## config.mk

```make
export PLATFORM = sky130hd
export DESIGN_NAME = ll_wr_ctrl_v2
export DESIGN_NICKNAME = d
export VERILOG_FILES = /design/src/rtl/ll_v2_pkg.sv /design/src/rtl/ll_free_ptr_fifo.sv /design/src/rtl/ll_wr_ctrl_v2.sv
export SDC_FILE = /design/constraint.sdc
export NUM_CORES = 1
export LEC_CHECK = 0
export CORE_AREA = 2 2 168 88
export CTS_BUF_LIST = sky130_fd_sc_hd__clkbuf_8
export DETAILED_ROUTE_END_ITERATION = 16
export DIE_AREA = 0 0 170 90
export PLACE_DENSITY = 0.77
export SLEW_MARGIN = 40
export SYNTH_ARGS = -nofsm -noshare
export SYNTH_HDL_FRONTEND = slang
export SYNTH_SLANG_ARGS = --single-unit
```

## constraint.sdc

```tcl
create_clock -name clk -period 2.46 [get_ports clk]
set_input_delay 0.492 -clock clk [delete_from_list [all_inputs] [get_ports clk]]
set_output_delay 0.492 -clock clk [all_outputs]
set_load 0.02 [all_outputs]
```

## src/rtl/ll_v2_pkg.sv

```systemverilog
// Shared types and sizes for the v2 linked-list engine.
// Pointer width follows the node-slot depth.
package ll_v2_pkg;

  localparam int DEPTH  = 16;
  localparam int PTR_W  = $clog2(DEPTH);
  localparam int DATA_W = 32;

  typedef enum logic [2:0] {
    ST_INIT,
    ST_IDLE,
    ST_WR_NODE,
    ST_WR_LINK,
    ST_RELEASE,
    ST_RESP
  } t_ll_wr_ctrl_state;

  typedef enum logic [2:0] {
    OP_NONE,
    OP_PUSH_HEAD,
    OP_PUSH_TAIL,
    OP_POP_HEAD,
    OP_DEL_MID
  } t_ll_op;

endpackage

```

## src/rtl/ll_free_ptr_fifo.sv

```systemverilog
// Circular FIFO of free node addresses, first-word fall-through.
// A push while full is dropped unless a pop frees a slot that cycle.
module ll_free_ptr_fifo
  import ll_v2_pkg::*;
(
  input  logic             clk,
  input  logic             reset_n,
  input  logic             push,
  input  logic [PTR_W-1:0] push_data,
  input  logic             pop,
  output logic [PTR_W-1:0] pop_data,
  output logic             empty,
  output logic             full,
  output logic [PTR_W:0]   count
);

  logic [PTR_W-1:0] mem_q [DEPTH];
  logic [PTR_W-1:0] rd_ptr_q, rd_ptr_d;
  logic [PTR_W-1:0] wr_ptr_q, wr_ptr_d;
  logic [PTR_W:0]   cnt_q, cnt_d;
  logic             do_push, do_pop;

  function automatic logic [PTR_W-1:0] inc(
    input logic [PTR_W-1:0] p
  );
    return (p == PTR_W'(DEPTH - 1)) ? '0 : p + PTR_W'(1);
  endfunction

  assign empty    = (cnt_q == '0);
  assign full     = (cnt_q == (PTR_W+1)'(DEPTH));
  assign count    = cnt_q;
  assign pop_data = mem_q[rd_ptr_q];
  assign do_pop   = pop && !empty;
  assign do_push  = push && (!full || do_pop);

  always_comb begin
    rd_ptr_d = rd_ptr_q;
    wr_ptr_d = wr_ptr_q;
    cnt_d    = cnt_q;
    if (do_pop)  rd_ptr_d = inc(rd_ptr_q);
    if (do_push) wr_ptr_d = inc(wr_ptr_q);
    cnt_d = cnt_q + {{PTR_W{1'b0}}, do_push}
                  - {{PTR_W{1'b0}}, do_pop};
  end

  always_ff @(posedge clk) begin
    if (!reset_n) begin
      rd_ptr_q <= '0;
      wr_ptr_q <= '0;
      cnt_q    <= '0;
    end else begin
      rd_ptr_q <= rd_ptr_d;
      wr_ptr_q <= wr_ptr_d;
      cnt_q    <= cnt_d;
    end
  end

  always_ff @(posedge clk) begin
    if (do_push) mem_q[wr_ptr_q] <= push_data;
  end

endmodule

```

## src/rtl/ll_wr_ctrl_v2.sv

```systemverilog
// Write-side controller: allocates/releases node slots and
// issues dataMem/nxtptrMem writes for push, pop and delete ops.
module ll_wr_ctrl_v2
  import ll_v2_pkg::*;
(
  input  logic              clk,
  input  logic              reset_n,
  output logic              wr_ctrl_ready,
  input  logic              wr_ctrl_push_head,
  input  logic              wr_ctrl_push_tail,
  input  logic              wr_ctrl_pop_head,
  input  logic              wr_ctrl_del_mid,
  input  logic [DATA_W-1:0] wr_ctrl_data,
  input  logic [PTR_W-1:0]  wr_ctrl_head_ptr,
  input  logic [PTR_W-1:0]  wr_ctrl_link_ptr,
  input  logic [PTR_W-1:0]  wr_ctrl_victim_ptr,
  input  logic [PTR_W-1:0]  wr_ctrl_victim_nxt,
  input  logic [PTR_W:0]    wr_ctrl_ll_node_cnt,
  output logic              wr_ctrl_resp_vld,
  output logic [PTR_W-1:0]  wr_ctrl_new_head,
  output logic              wr_ctrl_err,
  output logic [PTR_W:0]    wr_ctrl_free_cnt,
  input  logic              ll_mngr_resp_taken,
  output logic              nxtptr_mem_wr_vld,
  output logic [PTR_W-1:0]  nxtptr_mem_wr_addr,
  output logic [PTR_W-1:0]  nxtptr_mem_wr_data,
  output logic              data_mem_wr_vld,
  output logic [PTR_W-1:0]  data_mem_wr_addr,
  output logic [DATA_W-1:0] data_mem_wr_data
);

  t_ll_wr_ctrl_state state_q, state_d;
  t_ll_op            op_q, op_d, op_sel;
  logic [DATA_W-1:0] data_q, data_d;
  logic [PTR_W-1:0]  head_q, head_d;
  logic [PTR_W-1:0]  link_q, link_d;
  logic [PTR_W-1:0]  victim_q, victim_d;
  logic [PTR_W-1:0]  vnxt_q, vnxt_d;
  logic [PTR_W:0]    cnt_q, cnt_d;
  logic [PTR_W-1:0]  alloc_q, alloc_d;
  logic [PTR_W-1:0]  new_head_q, new_head_d;
  logic              err_q, err_d;
  logic [PTR_W-1:0]  init_cnt_q, init_cnt_d;

  logic              fifo_push, fifo_pop;
  logic [PTR_W-1:0]  fifo_push_data, fifo_pop_data;
  logic              fifo_empty, fifo_full;
  logic              op_is_push, op_err;

  ll_free_ptr_fifo u_free (
    .clk       (clk),
    .reset_n   (reset_n),
    .push      (fifo_push),
    .push_data (fifo_push_data),
    .pop       (fifo_pop),
    .pop_data  (fifo_pop_data),
    .empty     (fifo_empty),
    .full      (fifo_full),
    .count     (wr_ctrl_free_cnt)
  );

  // Fixed priority when several op pulses coincide.
  always_comb begin
    op_sel = OP_NONE;
    if (wr_ctrl_del_mid)        op_sel = OP_DEL_MID;
    else if (wr_ctrl_pop_head)  op_sel = OP_POP_HEAD;
    else if (wr_ctrl_push_tail) op_sel = OP_PUSH_TAIL;
    else if (wr_ctrl_push_head) op_sel = OP_PUSH_HEAD;
  end

  assign op_is_push = (op_sel == OP_PUSH_HEAD)
                   || (op_sel == OP_PUSH_TAIL);

  always_comb begin
    op_err = 1'b0;
    if (op_is_push)
      op_err = fifo_empty;
    else if (op_sel == OP_POP_HEAD)
      op_err = (wr_ctrl_ll_node_cnt == '0);
    else if (op_sel == OP_DEL_MID)
      op_err = (wr_ctrl_ll_node_cnt < (PTR_W+1)'(2));
  end

  always_ff @(posedge clk) begin
    if (!reset_n) begin
      state_q    <= ST_INIT;
      op_q       <= OP_NONE;
      data_q     <= '0;
      head_q     <= '0;
      link_q     <= '0;
      victim_q   <= '0;
      vnxt_q     <= '0;
      cnt_q      <= '0;
      alloc_q    <= '0;
      new_head_q <= '0;
      err_q      <= 1'b0;
      init_cnt_q <= '0;
    end else begin
      state_q    <= state_d;
      op_q       <= op_d;
      data_q     <= data_d;
      head_q     <= head_d;
      link_q     <= link_d;
      victim_q   <= victim_d;
      vnxt_q     <= vnxt_d;
      cnt_q      <= cnt_d;
      alloc_q    <= alloc_d;
      new_head_q <= new_head_d;
      err_q      <= err_d;
      init_cnt_q <= init_cnt_d;
    end
  end

  always_comb begin
    state_d        = state_q;
    op_d           = op_q;
    data_d         = data_q;
    head_d         = head_q;
    link_d         = link_q;
    victim_d       = victim_q;
    vnxt_d         = vnxt_q;
    cnt_d          = cnt_q;
    alloc_d        = alloc_q;
    new_head_d     = new_head_q;
    err_d          = err_q;
    init_cnt_d     = init_cnt_q;
    fifo_push      = 1'b0;
    fifo_pop       = 1'b0;
    fifo_push_data = init_cnt_q;
    case (state_q)
      ST_INIT: begin
        fifo_push  = 1'b1;
        init_cnt_d = init_cnt_q + PTR_W'(1);
        if (init_cnt_q == PTR_W'(DEPTH - 1))
          state_d = ST_IDLE;
      end
      ST_IDLE: begin
        if (op_sel != OP_NONE) begin
          op_d     = op_sel;
          data_d   = wr_ctrl_data;
          head_d   = wr_ctrl_head_ptr;
          link_d   = wr_ctrl_link_ptr;
          victim_d = wr_ctrl_victim_ptr;
          vnxt_d   = wr_ctrl_victim_nxt;
          cnt_d    = wr_ctrl_ll_node_cnt;
          err_d    = op_err;
          if (op_err) begin
            new_head_d = wr_ctrl_head_ptr;
            state_d    = ST_RESP;
          end else if (op_is_push) begin
            state_d = ST_WR_NODE;
          end else begin
            state_d = ST_RELEASE;
          end
        end
      end
      ST_WR_NODE: begin
        fifo_pop = 1'b1;
        alloc_d  = fifo_pop_data;
        // Appending to a non-empty list still needs the old tail linked.
        if (op_q == OP_PUSH_TAIL && cnt_q != '0) begin
          new_head_d = head_q;
          state_d    = ST_WR_LINK;
        end else begin
          new_head_d = fifo_pop_data;
          state_d    = ST_RESP;
        end
      end
      ST_WR_LINK: state_d = ST_RESP;
      ST_RELEASE: begin
        fifo_push = 1'b1;
        if (op_q == OP_POP_HEAD) begin
          fifo_push_data = head_q;
          new_head_d     = vnxt_q;
        end else begin
          fifo_push_data = victim_q;
          new_head_d     = head_q;
        end
        state_d = ST_RESP;
      end
      ST_RESP: begin
        if (ll_mngr_resp_taken) state_d = ST_IDLE;
      end
      default: state_d = ST_INIT;
    endcase
  end

  always_comb begin
    wr_ctrl_ready      = 1'b0;
    wr_ctrl_resp_vld   = 1'b0;
    wr_ctrl_new_head   = '0;
    wr_ctrl_err        = 1'b0;
    nxtptr_mem_wr_vld  = 1'b0;
    nxtptr_mem_wr_addr = '0;
    nxtptr_mem_wr_data = '0;
    data_mem_wr_vld    = 1'b0;
    data_mem_wr_addr   = '0;
    data_mem_wr_data   = '0;
    // Held reset silences the strobes of an in-flight op.
    if (reset_n) begin
      wr_ctrl_new_head = new_head_q;
      wr_ctrl_err      = err_q;
      case (state_q)
        ST_IDLE: wr_ctrl_ready = 1'b1;
        ST_RESP: wr_ctrl_resp_vld = 1'b1;
        ST_WR_NODE: begin
          data_mem_wr_vld    = 1'b1;
          data_mem_wr_addr   = fifo_pop_data;
          data_mem_wr_data   = data_q;
          nxtptr_mem_wr_vld  = 1'b1;
          nxtptr_mem_wr_addr = fifo_pop_data;
          nxtptr_mem_wr_data =
            (op_q == OP_PUSH_HEAD) ? head_q : '0;
        end
        ST_WR_LINK: begin
          nxtptr_mem_wr_vld  = 1'b1;
          nxtptr_mem_wr_addr = link_q;
          nxtptr_mem_wr_data = alloc_q;
        end
        ST_RELEASE: begin
          if (op_q == OP_DEL_MID) begin
            nxtptr_mem_wr_vld  = 1'b1;
            nxtptr_mem_wr_addr = link_q;
            nxtptr_mem_wr_data = vnxt_q;
          end
        end
        default: ;
      endcase
    end
  end

  a_free_push_full: assert property (
    @(posedge clk) disable iff (!reset_n)
    !(fifo_push && fifo_full && !fifo_pop)
  );

endmodule

```

=== Word level (Yosys, flattened, before mapping) ===
Memories as Yosys holds them, arrays and structs flattened. A register that Yosys moved wholly into a read port is not among the register bits.
Index checks and enable logic that the tools add are counted.

* Bits of input ports: 60
* Output and inout port bits: 58
* Memories kept: 1
* Word-level logic and storage cells: 112
* RAM bits: 64
* Bits in registers: 85

{| class="wikitable"
|+ Memories
! memory !! depth !! bits a word !! read ports !! clocked after memory_dff !! wr ports !! RTL line !! text
|-
| u_free.mem_q || 16 || 4 || 1 || 1 || 1 || ll_free_ptr_fifo.sv:17 || <nowiki>logic [PTR_W-1:0] mem_q [DEPTH];</nowiki>
|}

* Order comparisons: 1
* Muxes and demuxes: 50
* Reductions and logical operators: 19
* Eq/ne operators: 21
* Add/subtract/negate cells: 5

{| class="wikitable"
|+ Operator list
! cell !! count
|-
| 2-to-1 mux 4 bit || 18
|-
| 2-to-1 mux 32 bit || 2
|-
| one-hot mux 4 bit (3 select lines) || 3
|-
| 2-to-1 mux 3 bit || 7
|-
| equality test 3 x 2 -> 1 bit, second input constant || 6
|-
| 2-to-1 mux 1 bit || 16
|-
| one-hot mux 3 bit (5 select lines) || 1
|-
| adder 4 x 1 -> 4 bit, second input constant || 3
|-
| equality test 3 bit, second input constant || 4
|-
| equality test 4 bit, second input constant || 3
|-
| logical NOT 5 bit || 2
|-
| equality test 3 x 1 -> 1 bit, second input constant || 3
|-
| != test 2 bit, second input constant || 4
|-
| AND reduction 3 bit || 2
|-
| nonzero test 3 bit || 2
|-
| OR reduction 2 bit || 3
|-
| adder 5 x 1 -> 5 bit || 1
|-
| equality test 5 bit, second input constant || 1
|-
| less-than comparator 5 x 2 -> 1 bit, second input constant || 1
|-
| nonzero test 5 bit || 1
|-
| subtractor 5 x 1 -> 5 bit || 1
|-
| 2-to-1 mux 2 bit || 2
|-
| logical AND 1 bit || 3
|-
| logical NOT 3 bit || 1
|-
| other kinds (4) || 6
|}

=== Longest topological paths before layout ===
* Depth in word-level cells: 11
* Mapped depth: 12
* Gate-level depth less buffers: 12

=== Cells and area by module ===
Synthesis repeated with hierarchy kept, for this count alone.

* Cells, all modules: 664
* Area total of the unflattened synthesis: 6,792.8 um^2

{| class="wikitable"
|+ Modules (own cells, without submodules)
! module !! cells each !! area each (um^2) !! instances !! seq. area each (um^2)
|-
| ll_free_ptr_fifo || 212 || 3,422.0 || 1 || 2,262.2
|-
| ll_wr_ctrl_v2 || 452 || 3,370.7 || 1 || 1,441.4
|}

=== Least setup slack after synthesis ===
OpenSTA, ideal clock, no wires.

* Kind: reg-to-reg
* Start: reg state_q[1]
* End: reg u_free.cnt_q[4], in the netlist u_free.count[4]
* Arrival time: 2,554 ps
* Required time: 2,390 ps
* Stages on the path, launching flop included: 12
* Buffers on the path: 1
* Slack: -165 ps
* Clock period less this slack: 2,625 ps
* Library setup time: 70 ps
* Cell sequence: dfxtp_1 or3b_2 buf_2 nor2_2 ha_1 inv_1 ha_1 fa_1 a21oi_1 nor2_1 or3_1 a21oi_1

* Longest elaborated chain between the ends: 7
* Elaborated cells between the ends (all ways): 11
* Those cells by class: 2 x add/sub; 2 x eq/ne; 2 x mux; 5 x reduce/logical

{| class="wikitable"
|+ Ends and longest elaborated chain
! what !! RTL line !! text
|-
| start: declaration || ll_wr_ctrl_v2.sv:32 || <nowiki>t_ll_wr_ctrl_state state_q, state_d;</nowiki>
|-
| start signal: assignment || ll_wr_ctrl_v2.sv:99 || <nowiki>state_q <= state_d;</nowiki>
|-
| equality test 3 x 2 -> 1 bit || ll_wr_ctrl_v2.sv:130 || <nowiki>case (state_q)</nowiki>
|-
| 2-to-1 mux 1 bit || ll_wr_ctrl_v2.sv:130 ||
|-
| logical AND 1 bit || ll_free_ptr_fifo.sv:33 || <nowiki>assign do_pop = pop && !empty;</nowiki>
|-
| logical OR 1 bit || ll_free_ptr_fifo.sv:34 || <nowiki>assign do_push = push && (!full || do_pop);</nowiki>
|-
| logical AND 1 bit || ll_free_ptr_fifo.sv:34 ||
|-
| adder 5 x 1 -> 5 bit || ll_free_ptr_fifo.sv:42 || <nowiki>cnt_d = cnt_q + {{PTR_W{1'b0}}, do_push}</nowiki>
|-
| subtractor 5 x 1 -> 5 bit (*) || ll_free_ptr_fifo.sv:43 || <nowiki>- {{PTR_W{1'b0}}, do_pop};</nowiki>
|-
| end signal: assignment || ll_free_ptr_fifo.sv:54 || <nowiki>cnt_q <= cnt_d;</nowiki>
|-
| end: declaration || ll_free_ptr_fifo.sv:20 || <nowiki>logic [PTR_W:0] cnt_q, cnt_d;</nowiki>
|}

Mark *: on every way between the ends. The rest lies on a longest branch, timed or not.
A chain may end at the register's enable or synchronous reset.

==> flow_summary.toml <==
[timing]
layout_setup_ws_ns = -0.358
maxSlewHeadroom_pct = 44.9
setup_violations = 15
max_freq_ghz = 0.355
maxSlewViolCount = 0
hold_viol_final = 0
worstMarginPinSlew_ns = 0.826
skew_ns = 0.0149
min_period_over_period_pct = 115
min_period_ns = 2.82
holdWs_ns = 0.454
grt_setup_unrepaired = "yes"

[die]
design.core.area_mm2 = 0.0140
die-area_mm2 = 0.0153
fp-row-count = 31
die_w_um = 170
die_h_um = 90
ios = 118
start_util_pct = 48.7

[grt]
antenna_found_initial = 0
grt_pass1_vias = 5696
grt_max_degree = 56
grt_pass1_wl_um = 31100
gr-total-overflow = 0
track_usage_pct = 26.6

[clocking]
clock_sinks = 153
cts_root_buffer = "clkbuf_8"
clk_latency_ns = 0.45
path_clk_slew_ns = 0.08
numCtsBuffers = 17
postCtsHoldBufs = 0
htreeDepth = 4
cts_tree = "yes"
clockBufferDepth = 2

[logic_synthesis]
synthAdderAreaFrac_pct = 2.50
yosys.area_share.simple_pct = 18.7
synth_xor_area_share_pct = 1.29
yosys_warnings = 0
yosysUniqueCellTypes = 59
synthMuxAreaShare_pct = 9.25
syn_inst = 662
synth_top_family_by_area = "simple AND/OR/NAND/NOR gates"
synthArstFlopShare_pct = 0
synth-seq-area-share_pct = 54.4
synth-compound-area-share_pct = 9.84
synth.avg_cell_area_um2 = 10.3
synth_nets = 735
synth_seq_cells = 153
syn_area_mm2 = 0.00680
yosys_most_used_dff = "dfxtp_1"
synth-edff-count = 64

[drt]
vias = 5971
drt_iter0_markers = 550
finalWirelength_um = 20800
ant_nets = 0
wl_per_cell_um = 19.9
drcViolationCount = 0
viasPerCell = 5.72
drt-pass1-iter-count = 5

[final_layout]
nFillCells = 967
diodes = 0
fin_nets = 924
areaGrowthSynthToFinish_pct = 39.1
layout-drive-gt1-share_pct = 30.4

[critical_path]
crit_buf_inv = 2
rr_endpoint = "u_free.count[4]"
crit_family = "multiplexers"
r2r_setup_slack_ns = -0.04
cp.arrival_ns = 2.33
cp_max_fo = 7
endpoint_kind = "primary output"
critPathRequiredTime_ns = 1.97
path_cells = "buf_12 -> mux4_2 -> mux2_4 -> mux2i_1 -> or2_4 -> o21ai_2 -> buf_6"
cp-start-kind = "flop"
cp_slowest_cell = "mux4_2"
crit-reg2reg-launch = "state_q[0]"
max_stage_delay_ns = 0.54
crit_type = "reg -> out"
r2r_cells = 11

[run_status]
outcome = "complete, but fails checks"
violations = "negative setup slack"

[placement]
placement.io_buffers = 117
gp_congestion = 0.918
dpl.hpwl_um = 14000
pre_cts_ws_ns = -0.513

[min_path]
hold_depth = 2
hold_path_class = "reg -> reg"
min-delay-start = "data_q[10]"
min_to = "data_q[10]"

[pwr]
switching_share_pct = 26.4
pwr-share-comb_pct = 20.2
ir_worst_vdd_v = 0.000473
power.switching_uw = 1630
p_int_uw = 4530
seqPwrFrac_pct = 47.2
powerDensity_mw_per_mm2 = 650
pwr-share-clk_pct = 32.6
leakage_uw = 0.00370

[job]
cap_violations = 0
==> power by group through the flow <==
stage	Combinational [uW]	Sequential, uW	Clock [uW]
after floorplan	602	2980	0
after global placement	1100	2950	0
after detailed placement	1150	2960	0
after CTS	1230	2900	2010
after global routing	1360	2920	2130
final	1240	2910	2010
==> final cells by class <==
cell class              count  area, um2  area share, %
repair buffers            212       1960           20.7
clock buffers              19        262           2.76
well taps                 181        226           2.39
clock inverters            12        150           1.59
inverters                  24       90.1          0.952
multi-input cells         443       3060           32.3
flip-flops and latches    153       3720           39.3
==> per-layer routing <==
layer	global-route usage, %	wire length, um	up-vias
li1	-	-	2708
met3	7.88	2070	43
met2	37.4	8570	328
met5	0	0	-
met4	5.63	359	0
met1	40.4	9770	2892
==> cell usage in the layout, fill, tap and decap left out, types with 4 or more instances in the layout <==
master,instances
edfxtp_1,64
dfxtp_1,83
dfxtp_2,4
nand2_1,127
inv_1,19
xor2_1,6
nor2_1,42
clkdlybuf4s50_1,67
buf_6,22
o21ai_0,10
a21oi_2,9
buf_12,7
clkbuf_8,19
nand3_1,4
a22oi_2,4
a21oi_1,69
ha_1,10
inv_2,7
and3_1,28
mux2i_1,17
and2_1,7
buf_2,15
and3_4,5
xnor2_1,4
or3_1,4
mux4_2,16
buf_4,93
nor3_1,5
mux2_4,6
==> registers in the layout, indices dropped and copies added (netlist names), named ones only <==
signal / flops
op_q: 3
new_head_q: 4
u_free.mem_q: 64
u_free.rd_ptr_q: 4
data_q: 32
alloc_q: 4
head_q: 4
u_free.wr_ptr_q: 4
cnt_q: 5
state_q: 3
init_cnt_q: 4
victim_q: 4
vnxt_q: 4
link_q: 4
err_q: 1
u_free.count: 5
==> Yosys cell counts, drive strengths merged (2+ instances only) <==
| library cell | instances | area (um2) |
|---|---|---|
| or2 | 3 | 18.8 |
| nor4b | 2 | 38.8 |
| nand2b | 3 | 18.8 |
| or4b | 2 | 23.8 |
| dfxtp | 89 | 1780 |
| nor4 | 3 | 18.8 |
| mux2i | 19 | 190 |
| and4 | 3 | 26.3 |
| or4 | 3 | 25.0 |
| xnor2 | 4 | 35.0 |
| nor3 | 6 | 35.0 |
| a22oi | 5 | 37.5 |
| clkbuf | 24 | 90.1 |
| a211oi | 3 | 22.5 |
| nor2 | 44 | 168 |
| nand4 | 2 | 12.5 |
| ha | 12 | 150 |
| mux4 | 16 | 360 |
| a2111oi | 2 | 18.8 |
| mux2 | 7 | 78.8 |
| a21oi | 79 | 407 |
| o21ai | 16 | 80.1 |
| edfxtp | 64 | 1920 |
| inv | 23 | 86.3 |
| xor2 | 6 | 52.6 |
| nand2 | 129 | 484 |
| buf | 18 | 92.6 |
| and3 | 33 | 206 |
| o22a | 2 | 17.5 |
| and2 | 9 | 57.6 |
| nor3b | 5 | 37.5 |
| or3 | 4 | 25.0 |
| nand3 | 4 | 20.0 |
| a221oi | 3 | 26.3 |
==> timing repair <==
item | 4_1_cts | 5_1_grt
setup buffers | 24 | 11
setup endpoints to repair | 54 | 51
gates resized for setup | 232 | 90
endpoints found under the hold margin | 0 | 0
gates cloned | 2 | 3
pin swaps | 15 | 14
==> worst max path at each step <==
stage	startpoint	to	slack (ns)	depth (start not counted)
after global routing	flop	nxtptr_mem_wr_addr[3]	-0.43	7
after CTS	flop	nxtptr_mem_wr_addr[1]	-0.38	7
after detailed placement	reset_n	nxtptr_mem_wr_addr[3]	-0.51	5
after floorplan	u_free.count[2]	u_free.count[4]	0.01	12
final	flop	nxtptr_mem_wr_addr[1]	-0.36	7
after global placement	reset_n	nxtptr_mem_wr_addr[3]	-0.45	5
==> metrics by stage <==
step                instance area (um2)  power (uW)  instances  TNS [ns]  utilization [%]
finish                             9460        6150       1044     -3.34             67.8
global route                       9460        6410       1044     -4.86             67.8
CTS                                9300        6140       1037     -3.17             66.6
detailed placement                 8590        4110        980    -18.91             61.5
global placement                   8570        4050        980    -17.63             61.4
floorplan                          6830        3580        662         0                -
==> logic make-up (layout without fill, tap and decap cells) <==
family | Yosys count | in the layout
compound gates | 117 | 117
xor+xnor | 10 | 10
fa+ha+maj | 13 | 13
buf+inv | 66 | 267
flops | 153 | 153
mux | 42 | 42
simple gates | 261 | 261
==> worst reg2reg max path: cells and delay by family (launching register included) <==
| family | cells | cell delay, ns |
|---|---|---|
| AND/OR/NAND/NOR | 4 | 0.92 |
| adder cells (fa/ha/maj) | 3 | 0.69 |
| flip-flops | 1 | 0.38 |
| AO/OA/AOI/OAI | 2 | 0.26 |
| buffers and inverters | 2 | 0.18 |
No activity file was read; power rests on OpenSTA's default activity.
